**src/rtl/seg8_scan_controller.sv**
```systemverilog
// seg8_scan_controller
// Loads a binary value, converts it to eight BCD digits one bit per cycle
// (shift-add-3), and time-multiplexes the committed digits onto eight
// active-low anodes. Code 4'hF is the blank code for the external decoder.
//
// state | meaning
// IDLE  | waiting for a load; display shows the last committed value
// CONV  | shifting one input bit per cycle into the BCD scratch
module seg8_scan_controller #(
    parameter int DATA_W  = 27,
    parameter int CLK_DIV = 100000,
    parameter bit LZB     = 1'b1
) (
    input  logic              clk,
    input  logic              rst,
    input  logic [DATA_W-1:0] bin_in,
    input  logic              load,
    output logic              busy,
    output logic              ovf,
    output logic [3:0]        digit,
    output logic [7:0]        anode
);

    localparam int CNT_W = $clog2(DATA_W + 1);
    localparam int PS_W  = $clog2(CLK_DIV);

    typedef enum logic {IDLE, CONV} state_t;

    state_t            state;
    logic [DATA_W-1:0] shift;
    logic [DATA_W-1:0] nsh;
    logic [31:0]       scratch;
    logic [31:0]       adj;
    logic [31:0]       nscr;
    logic [31:0]       disp;
    logic [CNT_W-1:0]  cnt;
    logic              ovf_pending;
    logic              ovf_cmp;
    logic [PS_W-1:0]   presc;
    logic [2:0]        idx;
    logic              upper_zero;
    logic [3:0]        nib_sel;

    // Only a full 27-bit input can exceed eight decimal digits.
    generate
        if (DATA_W >= 27) begin : g_ovf
            assign ovf_cmp = (32'(bin_in) > 32'd99_999_999);
        end else begin : g_no_ovf
            assign ovf_cmp = 1'b0;
        end
    endgenerate

    // Add 3 to every scratch nibble that is 5 or more, ahead of the shift.
    always_comb begin
        adj = '0;
        for (int k = 0; k < 8; k++) begin
            if (scratch[4*k +: 4] >= 4'd5)
                adj[4*k +: 4] = scratch[4*k +: 4] + 4'd3;
            else
                adj[4*k +: 4] = scratch[4*k +: 4];
        end
    end

    // One-bit left shift of {scratch, shift}; the top scratch bit is dropped.
    assign {nscr, nsh} = {adj[30:0], shift, 1'b0};

    // Conversion FSM; disp and ovf commit together on the final shift.
    always_ff @(posedge clk) begin
        if (rst) begin
            state       <= IDLE;
            shift       <= '0;
            scratch     <= '0;
            cnt         <= '0;
            ovf_pending <= 1'b0;
            disp        <= '0;
            ovf         <= 1'b0;
        end else begin
            case (state)
                IDLE: begin
                    if (load) begin
                        shift       <= bin_in;
                        scratch     <= '0;
                        cnt         <= CNT_W'(DATA_W);
                        ovf_pending <= ovf_cmp;
                        state       <= CONV;
                    end
                end
                CONV: begin
                    scratch <= nscr;
                    shift   <= nsh;
                    cnt     <= cnt - 1'b1;
                    if (cnt == CNT_W'(1)) begin
                        disp  <= nscr;
                        ovf   <= ovf_pending;
                        state <= IDLE;
                    end
                end
                default: state <= IDLE;
            endcase
        end
    end

    assign busy = (state == CONV);

    // Scan prescaler and digit index; free-running, independent of loads.
    always_ff @(posedge clk) begin
        if (rst) begin
            presc <= '0;
            idx   <= '0;
        end else if (presc == PS_W'(CLK_DIV - 1)) begin
            presc <= '0;
            idx   <= idx + 3'd1;
        end else begin
            presc <= presc + 1'b1;
        end
    end

    // Digit select with overflow and leading-zero blanking, from registers only.
    always_comb begin
        upper_zero = 1'b1;
        for (int k = 0; k < 8; k++) begin
            if ((k >= int'(idx)) && (disp[4*k +: 4] != 4'd0))
                upper_zero = 1'b0;
        end
        nib_sel = disp[{idx, 2'b00} +: 4];
        if (ovf)
            digit = 4'hF;
        else if (LZB && (idx != 3'd0) && upper_zero)
            digit = 4'hF;
        else
            digit = nib_sel;
    end

    assign anode = ~(8'b1 << idx);

endmodule

```
**config.mk**
```make
export PLATFORM = sky130hd
export DESIGN_NAME = seg8_scan_controller
export DESIGN_NICKNAME = d
export VERILOG_FILES = /design/src/rtl/seg8_scan_controller.sv
export SDC_FILE = /design/constraint.sdc
export NUM_CORES = 1
export LEC_CHECK = 0
export CORE_MARGIN = 1.5
export CORE_UTILIZATION = 45
export DETAILED_ROUTE_END_ITERATION = 16
export PLACE_DENSITY_LB_ADDON = 0.05
export SYNTH_ARGS = -nofsm -noshare
export SYNTH_HDL_FRONTEND = slang
export SYNTH_SLANG_ARGS = --single-unit
```
**constraint.sdc**
```tcl
create_clock -name clk -period 4 [get_ports clk]
set_clock_uncertainty 0.15 [all_clocks]
set_input_delay 0.4 -clock clk [delete_from_list [all_inputs] [get_ports clk]]
set_output_delay 0.4 -clock clk [all_outputs]
set_load 0.01 [all_outputs]
```
Word-level counts from Yosys, hierarchy flattened:

Cells that the tools add are included.

* input port bits: 30
* memories kept: 0
* bits in read-only memories: 0
* bits in writable memories: 0
* latch bits: 0
* register bits: 119

* reduce and logical (&&, ||, !) cells: 20
* multiply operators: 0
* order comparisons: 16
* mux-type cells: 27
* divide/modulo/power cells: 0
* shift-type cells: 2
* $add $sub $neg: 11
* eq/ne operators: 3
* bitwise logic cells: 2

Operators with widths (number)
* $pmux 32 s2: 1
* $pmux 27 s2: 1
* $mux 4: 9
* $ge 4x3->1 const B: 8
* $mux 32: 1
* $reduce_bool 4->1: 8
* $shiftx 32x6->4: 1
* $add 4x2->4 const B: 7
* $gt 27x27->1 const B: 1
* $mux 27: 1
* $add 17x1->17 const B: 1
* $eq 17x17->1 const B: 1
* $mux 1: 10
* $pmux 5 s2: 1
* $ge 3x3->1 const A: 3
* $logic_and 1x1->1: 8
* $not 8->8: 1
* $shl 1x3->8 const A: 1
* $ge 1x3->1 const A: 2
* $ge 2x3->1 const A: 2
* $eq 5x1->1 const B: 1
* $mux 5: 1
* $sub 5x1->5 const B: 1
* $reduce_and 2->1: 2
* other kinds (8): 8

Logic depth before layout (Yosys ltp):

Gate-level depths: netlist (run 1).

* word-level depth: 13
* depth in mapped cells: 8
* depth with buffers taken out: 7

Worst setup path before layout (run 1):

Ideal clock, no wire load.

* kind: flip-flop to output port
* start point: register idx[0]
* end point: output digit[0]
* slack: 1.741 ns
* data arrival time: 1.709 ns
* cell stages (with the launch flop): 9
* cells stage by stage: dfxtp_1 > buf_4 > inv_2 > ha_1 > o21bai_1 > o41ai_1 > o21ai_0 > a2111oi_4 > or3_1

* cells in the longest elaborated chain, start to end: 13
* elaborated cells on any way between the ends: 27

RTL lines
* start: declaration: line 40 `logic [2:0] idx;`
* start signal: assignment: line 112 `idx <= idx + 3'd1;`
* $ge 1x3->1: line 122 `if ((k >= int'(idx)) && (disp[4*k +: 4] != 4'd0))`
* $logic_and 1x1->1: line 122
* $mux 1 (8 in series): line 122
* $logic_and 1x1->1: line 128 `else if (LZB && (idx != 3'd0) && upper_zero)`
* $mux 4 (*): line 128
* $mux 4 (*): line 126 `if (ovf)`
* end: declaration: line 20 `output logic [3:0] digit,`

Every way passes the cells marked *; elsewhere a longest branch is shown, timed or not.

Worst setup path after layout (run 1):

* start point: register idx[0]
* end point: output digit[2]

Same word-level chain as after synthesis.

==> flow_summary.yaml, run 1 <==
grt:
  grt_max_degree: 74
  grt_pass1_wl_mm: 23.1
  antenna_found_initial: 0
  grt_usage_pct: 20.4
  grt_overflow: 0
  grt_pass1_vias: 4706
power_and_ir_drop:
  leakage_nw: 2.71
  powerDensity_mw_per_mm2: 438
  ir_drop_uv: 291
timing:
  maxSlewViolCount: 0
  finalHoldViolations: 0
  slew_headroom_pct: 23.4
  grt_setup_unrepaired: "no"
  period_needed_ps: 3550
  finalSetupViolations: 0
  fin_crit_sh_pct: 88.9
  worst_slew_pin_slew_ps: 1140
  fin_hold_ws_ps: 316
  finalSetupTns_ps: 0
  fmax_ghz: 0.281
floorplanning:
  die_y_um: 119
  die_area_sq_mm: 0.0141
  num_rows: 42
  die_width_um: 119
  initial_utilization_pct: 45.9
  io_pins: 44
  fp.coreArea_sq_mm: 0.0131
place:
  port-buffer-count: 43
  dp.cells: 933
  hpwl_mm: 9.22
  place.gp.congestion: 0.925
critical_path:
  worstReg2RegStart: "busy$_SDFF_PP0_"
  crit_path_start_kind: "register"
  crit_end: "digit[2]"
  critPathKind: "register to primary output"
  regToRegSetupSlack_ps: 1800
  rr_worst_depth: 4
  crit_chain: "inv_2 -> ha_1 -> o21bai_1 -> o41ai_1 -> o21ai_0 -> a2111oi_4 -> or3_1 -> clkdlybuf4s50_1"
  worst-path-buf-inv: 2
  crit_cells: 8
  crit_slowest_cell: "dfxtp_1"
  slowest_delay_ps: 550
  path_delay_family: "compound AO/OA/AOI/OAI gates"
  worstReg2RegEnd: "cnt[3]$_SDFFE_PP0P_"
  critPathArrivalTime_ps: 3000
  cp-end-kind: "primary output"
  crit_path_max_fanout: 9
  cp.required_ps: 3450
  cp-startpoint: "idx[0]$_SDFFE_PP0P_"
synthesis:
  syn_nets: 807
  syn_avg_cell_area_sq_um: 8.02
  ys_ff_latch: 119
  syn_area_sq_mm: 0.00603
  synth-seq-area-share_pct: 39.5
  synth_cell_types: 50
  syn_inst: 752
  yosysWarningCount: 0
clocking:
  htreeDepth: 4
  clock_latency_ps: 410
  root_buffer: "clkbuf_16"
  clk_pin_slew_worst_paths_ps: 60
  hold_buffers: 0
  cts.sinks: 119
  clock_path_buffers: 2
  cts.repair.resized: 0
  cts_setup_buffers: 0
  cts_buffers: 17
  tritoncts: "yes"
detailed_routing:
  drcViolationCount: 0
  drtIter0Drc: 491
  drtAntennaViolNets: 0
  drt-pass1-iter-count: 5
  dr_total_vias: 5154
  routedWlPerCell_um: 14.3
  routed_wirelength_mm: 13.8
  vias_per_cell: 5.34
finish:
  register_area_sq_mm: 0.00239
  nFillCells: 1253
  area_delta_synth_final_pct: 19.2
  drive_gt1_share_pct: 6.97
  nNetsFinal: 831
  multi_input_area_sq_mm: 0.00336
  n_antenna_cell: 0
  fin_util_pct: 54.8
  final_cells: 965
outcome:
  status: "finished, final reports clean"
run:
  max_cap_violations: 0
hold_path:
  hold_path_class: "register to register"
[layout by cell type, fill, tap and decap left out, types with 15 or more instances in the layout]
cell,Yosys,routed
clkbuf_16,0,17
nor2_1,149,148
o21ai_0,20,20
nor3_1,36,36
nand2_1,73,73
inv_1,26,26
dfxtp_1,119,118
nand2b_1,15,15
clkdlybuf4s50_1,0,41
ha_1,25,25
a21oi_1,85,85
mux2i_1,36,36
nand3_1,16,16
[how the worst min path moves through the flow]
| stage | from | end | slack, ps | cells after the start |
|---|---|---|---|---|
| detailed placement | presc[0]$_SDFF_PP0_ | presc[0]$_SDFF_PP0_ | 310 | 1 |
| global route | shift[10]$_SDFFE_PP0P_ | shift[11]$_SDFFE_PP0P_ | 360 | 2 |
| global placement | presc[0]$_SDFF_PP0_ | presc[0]$_SDFF_PP0_ | 300 | 1 |
| finish | presc[0]$_SDFF_PP0_ | presc[0]$_SDFF_PP0_ | 320 | 1 |
| CTS | presc[0]$_SDFF_PP0_ | presc[0]$_SDFF_PP0_ | 320 | 1 |
| floorplan | ovf_pending$_SDFFE_PP0P_ | ovf$_SDFFE_PP0P_ | 280 | 2 |
[report_power, final]
group          leakage (nW)  internal, mW  switching [mW]
registers             0.966          1.22          0.0387
logic                  1.44        0.0883           0.116
clock network         0.313          1.14           0.548
total                  2.71          2.44           0.703
[registers in the layout, indices dropped and copies added (netlist names)]
register and flops:
busy 1, cnt 5, disp 32, idx 3, ovf 1, ovf_pending 1, presc 17, scratch 32
shift 27
[logic make-up after synthesis]
kind of cell | synth area share [%]
compound gates | 13.3
xor+xnor | 3.48
fa+ha+maj | 5.18
buf+inv | 4.79
flops | 39.5
mux | 9.02
simple gates | 24.8
[per-layer routing]
| metal | vias to the layer above | global-route usage, % | share of wire [%] |
|---|---|---|---|
| met5 | - | 0 | 0 |
| met4 | 0 | 6.85 | 1.6 |
| met3 | 17 | 5.26 | 3.9 |
| met2 | 100 | 33.0 | 46 |
| met1 | 2405 | 26.4 | 49 |
| li1 | 2632 | - | - |
[metrics by stage]
step                      instance area, sq um  total power [mW]  worst slack [ps]
final                                     7190              3.15               446
after global routing                      7190              3.26               306
after CTS                                 7190              3.18               442
after detailed placement                  6540              1.49               925
after global placement                    6540              1.48              1080
after floorplan                           6030              1.42              1740
[synth_stat cells (all sizes together)]
cell type | number | area share (%)
a2bb2oi | 2 | 0.29
nand2 | 73 | 4.5
clkbuf | 30 | 1.9
o221ai | 1 | 0.15
or3 | 4 | 0.41
mux4 | 8 | 3.0
nor3 | 37 | 3.2
o21ai | 24 | 2.1
a21o | 2 | 0.25
a41oi | 1 | 0.15
o21ba | 1 | 0.17
a21oi | 85 | 7.1
nand3 | 17 | 1.5
and3 | 2 | 0.21
xnor2 | 13 | 1.9
a2111oi | 1 | 0.46
a21boi | 1 | 0.12
xor2 | 11 | 1.6
mux2i | 36 | 6.0
a311oi | 9 | 1.3
and4 | 2 | 0.29
nor4b | 1 | 0.15
nand2b | 15 | 1.6
dfxtp | 119 | 39
or2 | 2 | 0.21
a221oi | 1 | 0.15
nor3b | 12 | 1.5
ha | 25 | 5.2
o22ai | 1 | 0.10
nand4b | 1 | 0.15
a31oi | 1 | 0.10
or4 | 2 | 0.31
nand4 | 8 | 0.83
o41ai | 2 | 0.29
nor2 | 149 | 9.3
a211oi | 4 | 0.50
nor4 | 7 | 0.73
o21bai | 1 | 0.12
buf | 14 | 1.2
inv | 27 | 1.7
[area by class of cell]
| class | count | area share (%) |
|---|---|---|
| flip-flops and latches | 119 | 33.2 |
| inverters | 27 | 1.41 |
| clock inverters | 12 | 2.75 |
| clock buffers | 20 | 6.35 |
| well taps | 176 | 3.06 |
| repair buffers | 49 | 6.50 |
| multi-input cells | 562 | 46.8 |
(Power assumes the default switching activity.)
==> run 2, diff against run 1 <==
--- a/config.mk
+++ b/config.mk
@@ -5,10 +5,12 @@
 export SDC_FILE = /design/constraint.sdc
 export NUM_CORES = 1
 export LEC_CHECK = 0
+export CAP_MARGIN = 10
 export CORE_MARGIN = 1.5
-export CORE_UTILIZATION = 45
+export CORE_UTILIZATION = 55
 export DETAILED_ROUTE_END_ITERATION = 16
 export PLACE_DENSITY_LB_ADDON = 0.05
+export SETUP_SLACK_MARGIN = 0.4
 export SYNTH_ARGS = -nofsm -noshare
 export SYNTH_HDL_FRONTEND = slang
 export SYNTH_SLANG_ARGS = --single-unit
==> run 2 against run 1 <==
Sequential cell count is the same. Die area shrank 18%. Wire length down 5.5%. Global-route usage is 3.3 points higher. Sequential power about the same. Combinational power about the same. Worst hold slack worse by 53 ps. Worst setup slack improved by 110 ps. Clock-buffer cell count is 3 higher. Register-to-register slack lost 260 ps. Fmax up 3.3%.
==> flow_summary.yaml, run 2 (synthesis gave the netlist of run 1 again) <==
outcome:
  status: "finished, final reports clean"
finish:
  nNetsFinal: 830
  top_regs: "disp: 32 flops, scratch: 32 flops, shift: 27 flops"
  layout_common_cells: "148 x nor2_1, 116 x dfxtp_1, 85 x a21oi_1"
  nFillCells: 944
  multi_input_area_sq_mm: 0.00336
  drive_gt1_share_pct: 6.73
  layout_commonest_cell: "nor2_1"
  n_antenna_cell: 0
  area_delta_synth_final_pct: 17.1
  register_area_sq_mm: 0.00239
critical_path:
  crit_path_start_kind: "register"
  critPathArrivalTime_ps: 2890
  crit_path_max_fanout: 9
  critPathKind: "register to primary output"
  cp-end-kind: "primary output"
  cp.required_ps: 3450
clocking:
  root_buffer: "clkbuf_8"
  hold_buffers: 0
  clock_latency_ps: 520
  tritoncts: "yes"
  htreeDepth: 4
  cts_buffers: 17
  cts.sinks: 119
  clk_pin_slew_worst_paths_ps: 60
  clock_path_buffers: 2
timing:
  worst_slew_pin_slew_ps: 1020
  slew_headroom_pct: 31.4
  finalSetupTns_ps: 0
  grt_setup_unrepaired: "no"
  finalSetupViolations: 0
  period_needed_ps: 3440
  fin_hold_ws_ps: 264
  finalHoldViolations: 0
  maxSlewViolCount: 0
  fin_crit_sh_pct: 86.0
  fmax_ghz: 0.291
power_and_ir_drop:
  leakage_nw: 2.68
  pwr-share-comb_pct: 7.1
  switching_share_pct: 22.7
  p_sw_mw: 0.664
  powerDensity_mw_per_mm2: 413
  power.internal_mw: 2.26
  clock_power_share_pct: 50.0
  p_seq_share_pct: 43.0
  ir_drop_uv: 258
grt:
  grt_pass1_wl_mm: 21.8
  grt_pass1_vias: 4778
  antenna_found_initial: 0
  grt_overflow: 0
  grt_usage_pct: 23.7
  grt_max_degree: 74
run:
  max_cap_violations: 0
place:
  place.gp.congestion: 0.901
  hpwl_mm: 8.94
  port-buffer-count: 43
floorplanning:
  die_area_sq_mm: 0.0116
  num_rows: 38
  die_y_um: 108
  initial_utilization_pct: 56.1
  io_pins: 44
  die_width_um: 108
  fp.coreArea_sq_mm: 0.0107
detailed_routing:
  wl_met1_mm: 5.99
  drtAntennaViolNets: 0
  top_layer_used: "met4"
  dr_wl_met3_um: 513
  drt-pass1-iter-count: 4
  met2_length_mm: 6.28
  routed_wirelength_mm: 13.0
  drtIter0Drc: 270
  drcViolationCount: 0
  routedWlPerCell_um: 14.0
  vias_per_cell: 5.59
  dr_total_vias: 5185
hold_path:
  hold_path_class: "input port to register"
[run 2: power by group through the flow]
stage                     clock [mW]  sequential, mW  combinational [mW]
after floorplan                    0            1.26               0.155
after global placement             0            1.28               0.201
after detailed placement           0            1.28               0.205
after CTS                       1.49            1.25               0.207
after global routing            1.55            1.26               0.229
final                           1.46            1.25               0.206
[run 2: layout make-up]
type	count	share of cell area, %
Tap cell	140	2.48
Timing Repair Buffer	48	6.57
Clock buffer	23	6.76
Clock inverter	8	1.35
Inverter	27	1.43
Multi-Input combinational cell	562	47.6
Sequential cell	119	33.8
[run 2: through the flow]
stage	power, mW	setup WS [ps]	cell area [sq um]	util (%)	cells
final	2.92	560	7070	65.8	927
after global placement	1.48	1040	6490	60.4	896
after detailed placement	1.48	1000	6490	60.4	896
after global routing	3.03	411	7070	65.8	927
after CTS	2.95	420	7060	65.7	927
after floorplan	1.42	1740	6030	-	752
[run 2: path summary, 6_finish.rpt]
path | start | to | slack (ps) | cells after the start
setup / recovery | idx[0]$_SDFFE_PP0P_ | digit[3] | 560 | 7
hold / removal | rst | shift[18]$_SDFFE_PP0P_ | 260 | 2
setup reg to reg | busy$_SDFF_PP0_ | scratch[7]$_SDFFE_PP0P_ | 1540 | 5
hold reg to reg | presc[0]$_SDFF_PP0_ | presc[0]$_SDFF_PP0_ | 320 | 1
[run 2: what timing repair did]
item / in CTS / in global routing
resized for setup: 0 / 4
setup buffers: 0 / 0
setup endpoints to repair: 0 / 4
[run 2: critical path, stage by stage (launching register included)]
cell	delay, ps
dfxtp_2	430
inv_2	100
ha_1	250
nor3_1	240
o221ai_1	210
a2111oi_4	460
or3_1	170
clkdlybuf4s50_1	520
[run 2: routing by layer]
layer	vias to the layer above	track usage, %
li1	2633	-
met1	2439	28.9
met2	96	40.9
met3	17	4.72
met4	0	9.21
met5	-	0
